[src/rtl/stepper_step_scheduler.sv]
// Single-axis step/dir pulse sequencer for the plotter stepper drivers.
// Setup delay, then evenly spaced pulses timed in prescaler ticks.
module stepper_step_scheduler #(
   parameter int STEP_W      = 16,
   parameter int SETUP_TICKS = 2
) (
   input  logic              clk,
   input  logic              rst,
   input  logic              tick,
   input  logic              cmd_valid,
   output logic              cmd_ready,
   input  logic [STEP_W-1:0] cmd_steps,
   input  logic              cmd_dir,
   input  logic [5:0]        cmd_half,
   input  logic              abort,
   output logic              step,
   output logic              dir,
   output logic              busy,
   output logic              done,
   output logic              aborted,
   output logic [STEP_W-1:0] steps_left
);

   typedef enum logic [2:0] {
      S_IDLE,
      S_SETUP,
      S_HIGH,
      S_LOW,
      S_DONE
   } state_t;

   localparam logic [5:0] SETUP_LAST = 6'(SETUP_TICKS - 1);

   state_t            r_state;
   logic [5:0]        r_cnt;
   logic [5:0]        r_half;
   logic              r_step;
   logic              r_dir;
   logic              r_done;
   logic              r_aborted;
   logic [STEP_W-1:0] r_left;

   logic w_accept;
   logic w_ph_last;
   logic w_su_last;

   assign w_accept  = cmd_valid & (r_state == S_IDLE);
   assign w_ph_last = (r_cnt == r_half - 6'd1);
   assign w_su_last = (r_cnt == SETUP_LAST);

   assign cmd_ready  = (r_state == S_IDLE);
   assign busy       = (r_state != S_IDLE);
   assign step       = r_step;
   assign dir        = r_dir;
   assign done       = r_done;
   assign aborted    = r_aborted;
   assign steps_left = r_left;

   // Move sequencer: abort beats any phase-end tick; tick=0 freezes timing.
   always_ff @(posedge clk or negedge rst) begin
      if (!rst) begin
         r_state   <= S_IDLE;
         r_cnt     <= 6'd0;
         r_half    <= 6'd1;
         r_step    <= 1'b0;
         r_dir     <= 1'b0;
         r_done    <= 1'b0;
         r_aborted <= 1'b0;
         r_left    <= '0;
      end else begin
         r_done <= 1'b0;
         unique case (r_state)
            S_IDLE: begin
               if (w_accept) begin
                  r_dir     <= cmd_dir;
                  r_half    <= (cmd_half == 6'd0) ? 6'd1 : cmd_half;
                  r_left    <= cmd_steps;
                  r_aborted <= 1'b0;
                  r_cnt     <= 6'd0;
                  if (cmd_steps == '0) begin
                     r_state <= S_DONE;
                     r_done  <= 1'b1;
                  end else begin
                     r_state <= S_SETUP;
                  end
               end
            end
            S_SETUP: begin
               if (abort) begin
                  r_step    <= 1'b0;
                  r_aborted <= 1'b1;
                  r_done    <= 1'b1;
                  r_state   <= S_DONE;
               end else if (tick) begin
                  if (w_su_last) begin
                     r_cnt   <= 6'd0;
                     r_step  <= 1'b1;
                     r_state <= S_HIGH;
                  end else begin
                     r_cnt <= r_cnt + 6'd1;
                  end
               end
            end
            S_HIGH: begin
               if (abort) begin
                  r_step    <= 1'b0;
                  r_aborted <= 1'b1;
                  r_done    <= 1'b1;
                  r_state   <= S_DONE;
               end else if (tick) begin
                  if (w_ph_last) begin
                     r_cnt   <= 6'd0;
                     r_step  <= 1'b0;
                     r_left  <= r_left - STEP_W'(1);
                     r_state <= S_LOW;
                  end else begin
                     r_cnt <= r_cnt + 6'd1;
                  end
               end
            end
            S_LOW: begin
               if (abort) begin
                  r_step    <= 1'b0;
                  r_aborted <= 1'b1;
                  r_done    <= 1'b1;
                  r_state   <= S_DONE;
               end else if (tick) begin
                  if (w_ph_last) begin
                     r_cnt <= 6'd0;
                     if (r_left != '0) begin
                        r_step  <= 1'b1;
                        r_state <= S_HIGH;
                     end else begin
                        r_done  <= 1'b1;
                        r_state <= S_DONE;
                     end
                  end else begin
                     r_cnt <= r_cnt + 6'd1;
                  end
               end
            end
            S_DONE: begin
               r_state <= S_IDLE;
            end
            default: begin
               r_state <= S_IDLE;
            end
         endcase
      end
   end

endmodule

[config.mk]
export PLATFORM = sky130hd
export DESIGN_NAME = stepper_step_scheduler
export DESIGN_NICKNAME = d
export VERILOG_FILES = /design/src/rtl/stepper_step_scheduler.sv
export SDC_FILE = /design/constraint.sdc
export NUM_CORES = 1
export LEC_CHECK = 0
export CAP_MARGIN = 15
export CELL_PAD_IN_SITES_DETAIL_PLACEMENT = 0
export CELL_PAD_IN_SITES_GLOBAL_PLACEMENT = 2
export CORE_ASPECT_RATIO = 1.25
export CORE_UTILIZATION = 32
export CTS_CLUSTER_SIZE = 20
export DETAILED_ROUTE_END_ITERATION = 12
export PLACE_DENSITY = 0.84
export SYNTH_ARGS = -nofsm -noshare
export SYNTH_HDL_FRONTEND = slang
export SYNTH_SLANG_ARGS = --single-unit
[constraint.sdc]
create_clock -name clk -period 5.7 [get_ports clk]
set_input_delay 1.14 -clock clk [delete_from_list [all_inputs] [get_ports clk]]
set_output_delay 1.14 -clock clk [all_outputs]
set_load 0.03 [all_outputs]
Word level (Yosys, flattened, before mapping)
Cells that the tools add are included.
{"block": "classes", "eq_ne": 21, "n_bitwise": 1, "mux": 49, "n_reduce_logical": 18, "n_addsub": 3}
{"cell": "16-bit two-way mux", "n": 4}
{"cell": "6-bit two-way mux", "n": 8}
{"cell": "3-bit two-way mux", "n": 12}
{"cell": "16-bit one-hot mux with 2 select lines", "n": 1}
{"cell": "3-bit != test, second input constant", "n": 7}
{"cell": "1-bit two-way mux", "n": 19}
{"cell": "6-bit one-hot mux with 3 select lines", "n": 1}
{"cell": "16-bit zero test", "n": 1}
{"cell": "16-bit nonzero test", "n": 1}
{"cell": "16-bit by 1-bit subtractor with 16-bit output, second input constant", "n": 1}
{"cell": "2-bit != test, second input constant", "n": 6}
{"cell": "3-bit one-hot mux with 4 select lines", "n": 1}
{"cell": "3-bit nonzero test", "n": 3}
{"cell": "8-bit AND reduction", "n": 1}
{"cell": "7-bit AND reduction", "n": 1}
{"cell": "6-bit by 1-bit adder with 6-bit output, second input constant", "n": 1}
{"cell": "3-bit by 2-bit equality test with 1-bit output, second input constant", "n": 2}
{"cell": "6-bit by 1-bit equality test with 1-bit output, second input constant", "n": 1}
{"cell": "6-bit equality test", "n": 1}
{"cell": "6-bit zero test", "n": 1}
{"cell": "2-bit by 1-bit != test with 1-bit output, second input constant", "n": 3}
{"cell": "1-bit one-hot mux with 3 select lines", "n": 2}
{"cell": "6-bit AND reduction", "n": 1}
{"cell": "6-bit by 1-bit subtractor with 6-bit output, second input constant", "n": 1}
{"cell": "10 further kinds", "n": 12}
{"block": "word_totals", "wordCells": 100, "output_inout_bits": 22, "regBits": 35}

Depth between registers and ports, before layout
{"block": "depth", "depth_word": 6, "ltp_mapped": 9, "depth_no_buf": 8}

Least setup slack after synthesis
OpenSTA, ideal clock, no wires.
{"block": "synth_path", "path_kind": "register to output", "startpoint": "register r_state[0]", "endpoint": "output busy", "path_buffers": 1, "arrival_time_ps": 1300, "path_slack_ps": 3260, "stages_incl_launch_ff": 4, "path_cell_list": "dfrtp_1 > buf_2 > nor3_2 > inv_1"}
{"block": "synth_via", "elab_chain_cells": 1}
{"item": "start: declaration", "line": "34", "source": "state_t r_state;"}
{"item": "start signal: assignment", "line": "62", "source": "r_state <= S_IDLE;"}
{"item": "start signal: assignment", "line": "81", "source": "r_state <= S_DONE;"}
{"item": "start signal: assignment", "line": "84", "source": "r_state <= S_SETUP;"}
{"item": "3-bit nonzero test", "line": "52", "source": "assign busy = (r_state != S_IDLE);"}
{"item": "end: declaration", "line": "18", "source": "output logic busy,"}
No other way between the ends.

Final worst setup path
{"block": "layout_path", "startpoint": "input cmd_valid", "endpoint": "register r_left[13] (netlist: steps_left[13])"}
{"block": "layout_via", "elab_chain_cells": 3}
{"item": "start: declaration", "line": "10", "source": "input logic cmd_valid,"}
{"item": "1-bit bitwise AND", "line": "47", "source": "assign w_accept = cmd_valid & (r_state == S_IDLE);"}
{"item": "2-bit by 1-bit != test with 1-bit output (no source line)"}
{"item": "5-bit AND reduction (no source line)"}
{"item": "end signal: assignment", "line": "77", "source": "r_left <= cmd_steps;"}
{"item": "end signal: assignment", "line": "114", "source": "r_left <= r_left - STEP_W'(1);"}
{"item": "end: declaration", "line": "41", "source": "logic [STEP_W-1:0] r_left;"}
No other way between the ends.
A chain may end at the register's enable or synchronous reset.

==> flow_metrics.py <==
metrics = {
    "logic_synthesis": {
        "synth.ff_latch_count": 35,
        "syn-cell-area_sq_mm": 0.002271,
        "yosysUniqueCellTypes": 55,
        "syn_nets": 306,
        "synth_top_flop_cell": "dfrtp_1",
        "yosysSeqAreaShare_pct": 38.62,
        "synth-edff-count": 0,
        "syn_avg_cell_area_sq_um": 8.288,
        "async_reset_ff_share_pct": 100.0,
        "netlist_instances": 274,
        "yosysWarnings": 0,
    },
    "die": {
        "ios": 50,
        "core_sq_mm": 0.006689,
        "initial_core_util_pct": 33.95,
        "die_w_um": 77.35,
        "die_y_um": 96.19,
        "die_area_sq_mm": 0.007439,
        "rows": 33,
    },
    "placement": {
        "dpl_cell_area_sq_mm": 0.002811,
        "place.gp.congestion": 0.7497,
        "place_ws_ns": 1.919,
        "dp_hpwl_um": 4506,
        "portBuffers": 49,
    },
    "power_and_ir_drop": {
        "powerDensity_mw_per_mm2": 549.6,
        "p_leak_uw": 0.001146,
        "irDropWorstVdd_mv": 0.2547,
        "fin_total_pwr_uw": 1600,
    },
    "sta": {
        "fin_tns_setup_ns": 0,
        "fmax_mhz": 291.1,
        "final-setup-viol-count": 0,
        "rsz0062_at_grt": "no",
        "max_slew_margin_pct": 37.83,
        "final_max_slew_viol_count": 0,
        "min_period_ns": 3.435,
        "hold_violations": 0,
        "max_slew.worst_pin.slew_ns": 0.9326,
        "worst_slack_ns": 2.265,
        "fin_crit_sh_pct": 60.26,
        "clock_skew_ns": 0.008463,
    },
    "layout": {
        "layout_commonest_cell": "clkdlybuf4s50_1",
        "diodes": 0,
        "mostFrequentLayoutCells": "clkdlybuf4s50_1 (48), nand2_1 (40), dfrtp_1 (34)",
        "multi_input_area_sq_mm": 0.001284,
        "drive_gt1_share_pct": 6.604,
        "synthToLayoutAreaGrowth_pct": 28.21,
        "fin_util_pct": 43.53,
        "final.fill_count": 743,
        "regArea_sq_um": 877.1,
        "nNetsFinal": 349,
        "design_area_sq_mm": 0.002912,
    },
    "route": {
        "drtAntennaViolNets": 0,
        "route.detailed.drc": 0,
        "wl_per_cell_um": 15.73,
        "viasPerCell": 5.504,
        "num_vias": 2229,
        "drt_iter0_markers": 70,
        "routed_wl_um": 6372,
        "dr.pass1.iters": 4,
    },
    "clocking": {
        "cts-root-buf": "clkbuf_8",
        "cts_buffers": 5,
        "cts_tree": "built",
        "clk_pin_slew_worst_paths_ns": 0.07,
        "cts_hold_buffers": 0,
        "insertion_delay_ns": 0.29,
        "clockBufferDepth": 2,
        "htreeDepth": 2,
        "post_cts_resized": 0,
        "post_cts_buffers": 0,
        "cts.sinks": 35,
    },
    "critical_path": {
        "critPathCaptureType": "flop",
        "crit_required_ns": 5.92,
        "crit_fanout": 17,
        "arrival_ns": 3.66,
        "worstSetupStartpointType": "primary input",
        "path_class": "primary input to flop",
    },
    "hold_path": {
        "hold_class": "flop to flop",
    },
    "global_route": {
        "grt.total_usage_pct": 17.73,
        "grt_overflow": 0,
        "antenna_found_initial": 0,
        "grt_max_degree": 36,
        "grt_pass1_vias": 2108,
        "grt_pass1_wl_um": 10290,
    },
    "outcome": {
        "outcome": "completed",
    },
    "run": {
        "cap_violations": 0,
    },
}
## flip-flops by register name, summed over array words and instances (netlist names)
name,flops
dir,1
done,1
r_cnt,6
r_state,3
aborted,1
r_half,6
steps_left,16
step,1
## stage by stage
stage,std cells,hold WS [ns]
6_report,405,0.4872
5_1_grt,405,0.5336
4_1_cts,405,0.4957
3_5_place_dp,397,0.4792
3_3_place_gp,397,0.4665
2_1_floorplan,274,0.4665
## cell type report
class	count	area share, %
repair buffers	49	16.67
flip-flops and latches	35	30.12
clock buffers	8	3.438
inverters	15	1.934
multi-input cells	211	44.09
well taps	87	3.739
## kinds of logic after synthesis
group           after synthesis  synth area share, %
fa+ha+maj                     4                2.204
mux                           2               0.9366
compound gates               80                23.03
xor+xnor                      5                1.928
simple gates                120                28.43
buf+inv                      28                4.848
flops                        35                38.62
## synthesized netlist by cell type, drive strengths merged (2+ instances only)
cell    instances  area share, %
nor3b           3            1.5
or3             4            1.3
dfrtp          34             37
or2             4            1.2
nor2           16            2.6
o22ai           7            1.9
nor2b           3           0.83
nand3b          3           0.99
or4             5            1.8
a211o           3            1.2
o221ai          2           0.77
inv            15            2.5
buf             4           0.88
nor3           10            2.4
a21oi          20            4.4
xnor2           4            1.5
o21ai          17            3.7
nor4            9            2.5
o211ai          7            2.3
nand2          40            6.6
a22oi           3           0.99
a211oi          2           0.66
o311ai          5            1.9
a21o            3           0.99
nand2b          5            1.7
o21a            3           0.99
nand3          11            2.4
ha              4            2.2
clkbuf          9            1.5
## where the power goes
group / switching (uW) / internal, uW
Sequential: 139 / 356
Clock: 93.0 / 110
Combinational: 529 / 373
## critical path, cell delays in order
cell and delay [ns]:
clkdlybuf4s50_1 0.52, and2_0 0.67, o21ai_1 0.20, a211o_1 0.49, or4_1 0.53, nand3_1 0.09
## per-layer routing
layer / up-vias / part of all wire, % / track usage, %
met5: - / 0 / 0
met2: 47 / 51 / 30.24
met1: 1085 / 45 / 22.97
met4: 0 / 0.66 / 5.818
li1: 1093 / - / -
met3: 4 / 3.8 / 2.654
## path summary, 6_finish.rpt
check	start	to	slack, ns	cells after the start
max	cmd_valid	steps_left[13]$_DFFE_PN0P_	2.27	6
min	dir$_DFFE_PN0P_	dir$_DFFE_PN0P_	0.49	2
max reg2reg	r_state[1]$_DFFE_PN0P_	steps_left[13]$_DFFE_PN0P_	2.74	6
min reg2reg	dir$_DFFE_PN0P_	dir$_DFFE_PN0P_	0.49	2
max in group asynchronous	rst	r_half[5]$_DFFE_PN0P_	4.23	1
min in group asynchronous	rst	r_cnt[4]$_DFFE_PN0P_	0.95	1
No activity file was read; power rests on OpenSTA's default activity.
